## src/rtl/wb_regfile_if.sv

```systemverilog
// Bus bundle between the MEM/WB pipeline register, the ID stage read side and
// the writeback/register-file block.
// master: drives the writeback request and read indices, consumes read data.
// slave : the register file; consumes the request and drives read data, WB_DATA,
//         WB_VALID and the committed-write counter.
interface wb_regfile_if #(
   parameter int XLEN  = 32,
   parameter int CNT_W = 32
);
   logic             RegWrite_WB;
   logic             MemtoReg_WB;
   logic [XLEN-1:0]  DATA_MEMORY_WB;
   logic [XLEN-1:0]  ALU_OUT_WB;
   logic [4:0]       RD_WB;
   logic [4:0]       RS1_ID;
   logic [4:0]       RS2_ID;
   logic [4:0]       DBG_ADDR;
   logic [XLEN-1:0]  REG_DATA_1_ID;
   logic [XLEN-1:0]  REG_DATA_2_ID;
   logic [XLEN-1:0]  DBG_DATA;
   logic [XLEN-1:0]  WB_DATA;
   logic             WB_VALID;
   logic [CNT_W-1:0] WB_COUNT;

   modport master (
      output RegWrite_WB, MemtoReg_WB, DATA_MEMORY_WB, ALU_OUT_WB, RD_WB,
             RS1_ID, RS2_ID, DBG_ADDR,
      input  REG_DATA_1_ID, REG_DATA_2_ID, DBG_DATA, WB_DATA, WB_VALID, WB_COUNT
   );

   modport slave (
      input  RegWrite_WB, MemtoReg_WB, DATA_MEMORY_WB, ALU_OUT_WB, RD_WB,
             RS1_ID, RS2_ID, DBG_ADDR,
      output REG_DATA_1_ID, REG_DATA_2_ID, DBG_DATA, WB_DATA, WB_VALID, WB_COUNT
   );
endinterface

```

## src/rtl/wb_regfile.sv

```systemverilog
// Writeback select + 32x32 integer register file with same-cycle write bypass.
// Latency: reads combinational; a write commits on the edge ending its WB cycle.
// Backpressure: none; a write is accepted every cycle it is presented.
//
// Ports:
//   clk   - clock, all state updates on the rising edge
//   reset - synchronous, active-high; clears x1..x31 and the write counter
//   bus   - wb_regfile_if.slave: writeback request (RegWrite/MemtoReg/data/RD),
//           read indices RS1/RS2/DBG, read data, WB_DATA/WB_VALID, WB_COUNT
// XLEN/CNT_W must match the parameters of the connected interface.
module wb_regfile #(
   parameter int XLEN  = 32,
   parameter int CNT_W = 32
) (
   input logic         clk,
   input logic         reset,
   wb_regfile_if.slave bus
);

   // x0 is hardwired to zero, so only x1..x31 get storage.
   logic [XLEN-1:0]  regs [1:31];
   logic [CNT_W-1:0] count;
   logic [XLEN-1:0]  wb_data;
   logic             wb_valid;

   assign wb_data  = bus.MemtoReg_WB ? bus.DATA_MEMORY_WB : bus.ALU_OUT_WB;
   // Gating with reset makes reset win over a pending write and also turns
   // off the read bypass while reset is held.
   assign wb_valid = bus.RegWrite_WB && (bus.RD_WB != 5'd0) && !reset;

   always_ff @(posedge clk) begin
      if (reset) begin
         for (int i = 1; i < 32; i++) begin
            regs[i] <= '0;
         end
         count <= '0;
      end else if (wb_valid) begin
         regs[bus.RD_WB] <= wb_data;
         count           <= count + CNT_W'(1);
      end
   end

   // ID read ports forward the value being written this cycle so the
   // pipeline never needs a WB->ID stall.
   assign bus.REG_DATA_1_ID = (bus.RS1_ID == 5'd0)                  ? '0      :
                              (wb_valid && bus.RD_WB == bus.RS1_ID) ? wb_data :
                                                                      regs[bus.RS1_ID];
   assign bus.REG_DATA_2_ID = (bus.RS2_ID == 5'd0)                  ? '0      :
                              (wb_valid && bus.RD_WB == bus.RS2_ID) ? wb_data :
                                                                      regs[bus.RS2_ID];

   // Debug port shows raw array contents, deliberately without bypass.
   assign bus.DBG_DATA = (bus.DBG_ADDR == 5'd0) ? '0 : regs[bus.DBG_ADDR];

   assign bus.WB_DATA  = wb_data;
   assign bus.WB_VALID = wb_valid;
   assign bus.WB_COUNT = count;

endmodule

```

## src/flat_wrapper.sv

```systemverilog
// flat-port wrapper written by rule: the top's interface ports become plain ports
module wb_regfile_flat 
#(
   parameter int XLEN  = 32,
   parameter int CNT_W = 32
)
  (clk, reset, bus_RegWrite_WB, bus_MemtoReg_WB, bus_DATA_MEMORY_WB, bus_ALU_OUT_WB, bus_RD_WB, bus_RS1_ID, bus_RS2_ID, bus_DBG_ADDR, bus_REG_DATA_1_ID, bus_REG_DATA_2_ID, bus_DBG_DATA, bus_WB_DATA, bus_WB_VALID, bus_WB_COUNT);
  wb_regfile_if #(.XLEN(XLEN), .CNT_W(CNT_W)) bus_i ();
  input logic clk;
  input logic reset;
  input wire logic [$bits(bus_i.RegWrite_WB)-1:0] bus_RegWrite_WB;
  input wire logic [$bits(bus_i.MemtoReg_WB)-1:0] bus_MemtoReg_WB;
  input wire logic [$bits(bus_i.DATA_MEMORY_WB)-1:0] bus_DATA_MEMORY_WB;
  input wire logic [$bits(bus_i.ALU_OUT_WB)-1:0] bus_ALU_OUT_WB;
  input wire logic [$bits(bus_i.RD_WB)-1:0] bus_RD_WB;
  input wire logic [$bits(bus_i.RS1_ID)-1:0] bus_RS1_ID;
  input wire logic [$bits(bus_i.RS2_ID)-1:0] bus_RS2_ID;
  input wire logic [$bits(bus_i.DBG_ADDR)-1:0] bus_DBG_ADDR;
  output wire logic [$bits(bus_i.REG_DATA_1_ID)-1:0] bus_REG_DATA_1_ID;
  output wire logic [$bits(bus_i.REG_DATA_2_ID)-1:0] bus_REG_DATA_2_ID;
  output wire logic [$bits(bus_i.DBG_DATA)-1:0] bus_DBG_DATA;
  output wire logic [$bits(bus_i.WB_DATA)-1:0] bus_WB_DATA;
  output wire logic [$bits(bus_i.WB_VALID)-1:0] bus_WB_VALID;
  output wire logic [$bits(bus_i.WB_COUNT)-1:0] bus_WB_COUNT;
  assign bus_i.RegWrite_WB = bus_RegWrite_WB;
  assign bus_i.MemtoReg_WB = bus_MemtoReg_WB;
  assign bus_i.DATA_MEMORY_WB = bus_DATA_MEMORY_WB;
  assign bus_i.ALU_OUT_WB = bus_ALU_OUT_WB;
  assign bus_i.RD_WB = bus_RD_WB;
  assign bus_i.RS1_ID = bus_RS1_ID;
  assign bus_i.RS2_ID = bus_RS2_ID;
  assign bus_i.DBG_ADDR = bus_DBG_ADDR;
  assign bus_REG_DATA_1_ID = bus_i.REG_DATA_1_ID;
  assign bus_REG_DATA_2_ID = bus_i.REG_DATA_2_ID;
  assign bus_DBG_DATA = bus_i.DBG_DATA;
  assign bus_WB_DATA = bus_i.WB_DATA;
  assign bus_WB_VALID = bus_i.WB_VALID;
  assign bus_WB_COUNT = bus_i.WB_COUNT;
  wb_regfile #(.XLEN(XLEN), .CNT_W(CNT_W)) u_core (.clk(clk), .reset(reset), .bus(bus_i));
endmodule
```

## config.mk

```make
export PLATFORM = sky130hd
export DESIGN_NAME = wb_regfile_flat
export DESIGN_NICKNAME = d
export VERILOG_FILES = /design/src/rtl/wb_regfile_if.sv /design/src/rtl/wb_regfile.sv /design/src/flat_wrapper.sv
export SDC_FILE = /design/constraint.sdc
export NUM_CORES = 2
export LEC_CHECK = 0
export ABC_AREA = 0
export CAP_MARGIN = 20
export CORE_MARGIN = 2
export CORE_UTILIZATION = 45
export DETAILED_ROUTE_END_ITERATION = 10
export PLACE_DENSITY = 0.63
export SLEW_MARGIN = 20
export SYNTH_ARGS = -nofsm -noshare
export SYNTH_HDL_FRONTEND = slang
export SYNTH_SLANG_ARGS = --single-unit
```

## constraint.sdc

```tcl
create_clock -name clk -period 5.2 [get_ports clk]
set_clock_uncertainty 0.05 [all_clocks]
set_input_delay 0.52 -clock clk [delete_from_list [all_inputs] [get_ports clk]]
set_output_delay 0.52 -clock clk [all_outputs]
set_load 0.1 [all_outputs]
```

==> summary.txt <==
Power
  – Leak: 25.4 nW
  – Pwr dens: 324 mW/mm^2
  – Maximum VDD drop: 0.284 mV

Setup path
  – Data required, critical path: around 4.6 ns
  – Worst setup path class: in2out
  – R2r worst-path depth: 6
  – Critical Path End: bus_REG_DATA_2_ID[4]
  – Reg2Reg Launch Point: u_core.bus.WB_COUNT[0]$_SDFFE_PP0P_
  – Worst Setup End Kind: primary output
  – Setup crit start: bus_RD_WB[2]
  – Reg-to-reg endpoint: u_core.bus.WB_COUNT[30]$_SDFFE_PP0P_
  – Startpoint types: primary input
  – Worst-path fanout max: 43
  – Register-to-Register Setup Slack: between 2 and 2.5 ns
  – Data arrival, critical path: just over 4 ns

Cells and area
  – Layout cells sized above 1: 0.315
  – Post-route insts no fill: 6838
  – Commonest non-fill, non-tap cells in the layout: nor2_1, edfxtp_1, mux4_2
  – Layout Nets: between 4000 and 5000
  – Area grow syn2layout: 15.5%
  – Final instance area: approximately 0.073 mm^2
  – Commonest non-fill, non-tap cell in the layout: nor2_1

Floorplan
  – Top Ports: between 200 and 250
  – Chip Height: 380 um
  – DIE AREA: 0.144 mm^2
  – Core ar.: 0.140 mm^2
  – Starting density of the core: 0.455
  – Row cnt: approximately 140
  – Die X: 380 um

Clock tree
  – Num CTS Buffers: roughly 110
  – Postcts setup bufs: 0
  – CTS sink count: 1056
  – CTS H-tree lvls: 3
  – Gates resized, CTS repair: 0
  – Clock latency on the worst-skew pair: 0.75 ns
  – Worst-path clk slew: 0.06 ns
  – Root buffer cell: clkbuf_16
  – TritonCTS clock tree: yes
  – Clock Path Buffers: 3
  – Hold_buf cts: 0

Synth
  – Post-synth EDFFs: 1024
  – Top FF cell, synth: edfxtp_1
  – Register area share after synthesis: 0.494
  – Synth cell types: 60
  – Synthesized area per cell: 13.4 um^2
  – Async S/R FF share, synth: 0
  – Post-synthesis register bit count: 1056
  – Post-Syn Instances: 4733
  – Yosys warns: 0
  – Synthesized area: 0.0635 mm^2

Global route
  – Vias in the first global route: ~47000
  – Total GRT Usage: 0.361
  – Pin count of the biggest net entering global routing: 75
  – Initial antenna violation count: 17
  – Global-route wire length before repair: around 370000 um
  – Remaining Overflow, GRT: 0

Drt
  – Via density: between 7 and 8
  – Detailed Route WL: 266000 um
  – Initial DRC count: between 9000 and 10000
  – DR WL/cell: 38.8 um
  – Via count: a little under 50000
  – DRT Pass-1 Iters: 6
  – Detail Route Antenna Nets: 0
  – Post-route DRC: 0

Worst hold path
  – Hold crit path type: in2reg

STA
  – Worst slew pin tran: 1.17 ns
  – RSZ-0062 raised after global routing: no
  – FMAX: 0.217 GHz
  – Final Max Tran Viols: 0
  – Rel. slew slack: 0.216
  – Crit path time final: 4.60 ns
  – Final setup TNS: 0 ns
  – WHS: approximately 0.18 ns
  – Final worst slack: 0.597 ns
  – Final Hold Vio Count: 0
  – Tcrit/Tclk final: 0.885
  – Final setup vio count: 0

Run
  – # Max-Cap Violations: 0

Place
  – Dpl cells: 6636
  – HPWL Detailed: 162000 um
  – Placer congestion estimate: around 0.92
  – Worst slack, placed: 0.713 ns
  – IO Port Bufs: 248
  – Placed inst area: about 0.07 mm^2

Status
  – Outcome: finished clean
-- routing by layer --
metal / routed length [um] / track usage / up-vias
met5: 129 / 0 / -
met4: 19600 / 0.212 / 18
met3: 43300 / 0.134 / 1014
met2: 113000 / 0.524 / 4755
met1: 89400 / 0.466 / 24800
li1: - / - / 18600
-- critical path, stage by stage --
cell,delay [ns]
clkdlybuf4s50_1,0.78
nor3_2,0.97
nand2_1,0.25
and4_2,0.61
a211oi_1,0.61
buf_12,0.24
-- where the power goes --
part | total [mW] | internal (mW) | switching (mW) | leakage, nW
clock | 8.11 | 4.61 | 3.50 | 1.73
sequential | 10.2 | 9.81 | 0.356 | 10.0
combinational | 5.47 | 2.00 | 3.46 | 13.7
-- cell families (layout without fill, tap and decap cells) --
family / count (synthesis) / count (layout) / synth area share
AO/OA/AOI/OAI: 466 / 466 / 0.0471
XOR/XNOR: 25 / 25 / 0.00345
adder cells (fa/ha/maj): 1 / 1 / 0.000197
buffers and inverters: 588 / 782 / 0.0426
flip-flops: 1056 / 1056 / 0.494
multiplexers: 1165 / 1165 / 0.318
other: 1 / 36 / 0.0000591
AND/OR/NAND/NOR: 1431 / 1431 / 0.0946
-- sequential cells by signal, indices dropped and copies added, names as in the netlist --
signal,count
u_core.bus.WB_COUNT,32
u_core.regs,1024
-- per-stage QoR --
step                power [mW]   util
floorplan                 13.6      -
global placement          15.6  0.500
detailed placement        15.6  0.500
CTS                       23.6  0.525
global route              24.2  0.525
finish                    23.7  0.525
-- cell usage after synthesis (all sizes together) (3+ instances only) --
cell	n	area share
mux2	263	0.047
and3b	3	0.00041
or3	8	0.00079
nor2	1090	0.064
o31ai	5	0.00059
inv	74	0.0044
o21ai	110	0.0087
nand2b	39	0.0038
clkbuf	307	0.018
dfxtp	32	0.010
xnor2	8	0.0011
nand4	10	0.00099
edfxtp	1024	0.48
a2111oi	33	0.0051
and3	5	0.00049
nand3	17	0.0014
xor2	17	0.0023
a211oi	90	0.011
o221ai	4	0.00055
nor3	57	0.0046
nand2	87	0.0052
and4	4	0.00055
buf	207	0.020
nor3b	3	0.00035
nand3b	3	0.00035
o22ai	155	0.015
nor2b	43	0.0042
a21oi	57	0.0045
nor4	47	0.0052
mux2i	248	0.039
mux4	654	0.23
or4	6	0.00071
or2	6	0.00059
-- cell type report --
type | count | area [um^2]
Timing Repair Buffer | 510 | 5610
Clock inverter | 58 | 608
Sequential cell | 1056 | 31400
Clock buffer | 140 | 2940
Inverter | 74 | 278
Multi-Input combinational cell | 3120 | 30200
Tap cell | 1876 | 2350
Fill cell | 11700 | 66400
Antenna cell | 4 | 10.0
-- worst min path at each step --
stage                                                    start  cells past startpoint  slack (ns)                                    to
after floorplan                                bus_RegWrite_WB                      2        0.63   u_core.bus.WB_COUNT[1]$_SDFFE_PP0P_
final                                                    reset                      2        0.18   u_core.bus.WB_COUNT[0]$_SDFFE_PP0P_
after CTS                                                reset                      2        0.16   u_core.bus.WB_COUNT[2]$_SDFFE_PP0P_
after global placement    u_core.bus.WB_COUNT[30]$_SDFFE_PP0P_                      2        0.42  u_core.bus.WB_COUNT[30]$_SDFFE_PP0P_
after detailed placement  u_core.bus.WB_COUNT[31]$_SDFFE_PP0P_                      2        0.43  u_core.bus.WB_COUNT[31]$_SDFFE_PP0P_
after global routing                                     reset                      2        0.18   u_core.bus.WB_COUNT[0]$_SDFFE_PP0P_
Power figures use the tool's default switching activity.
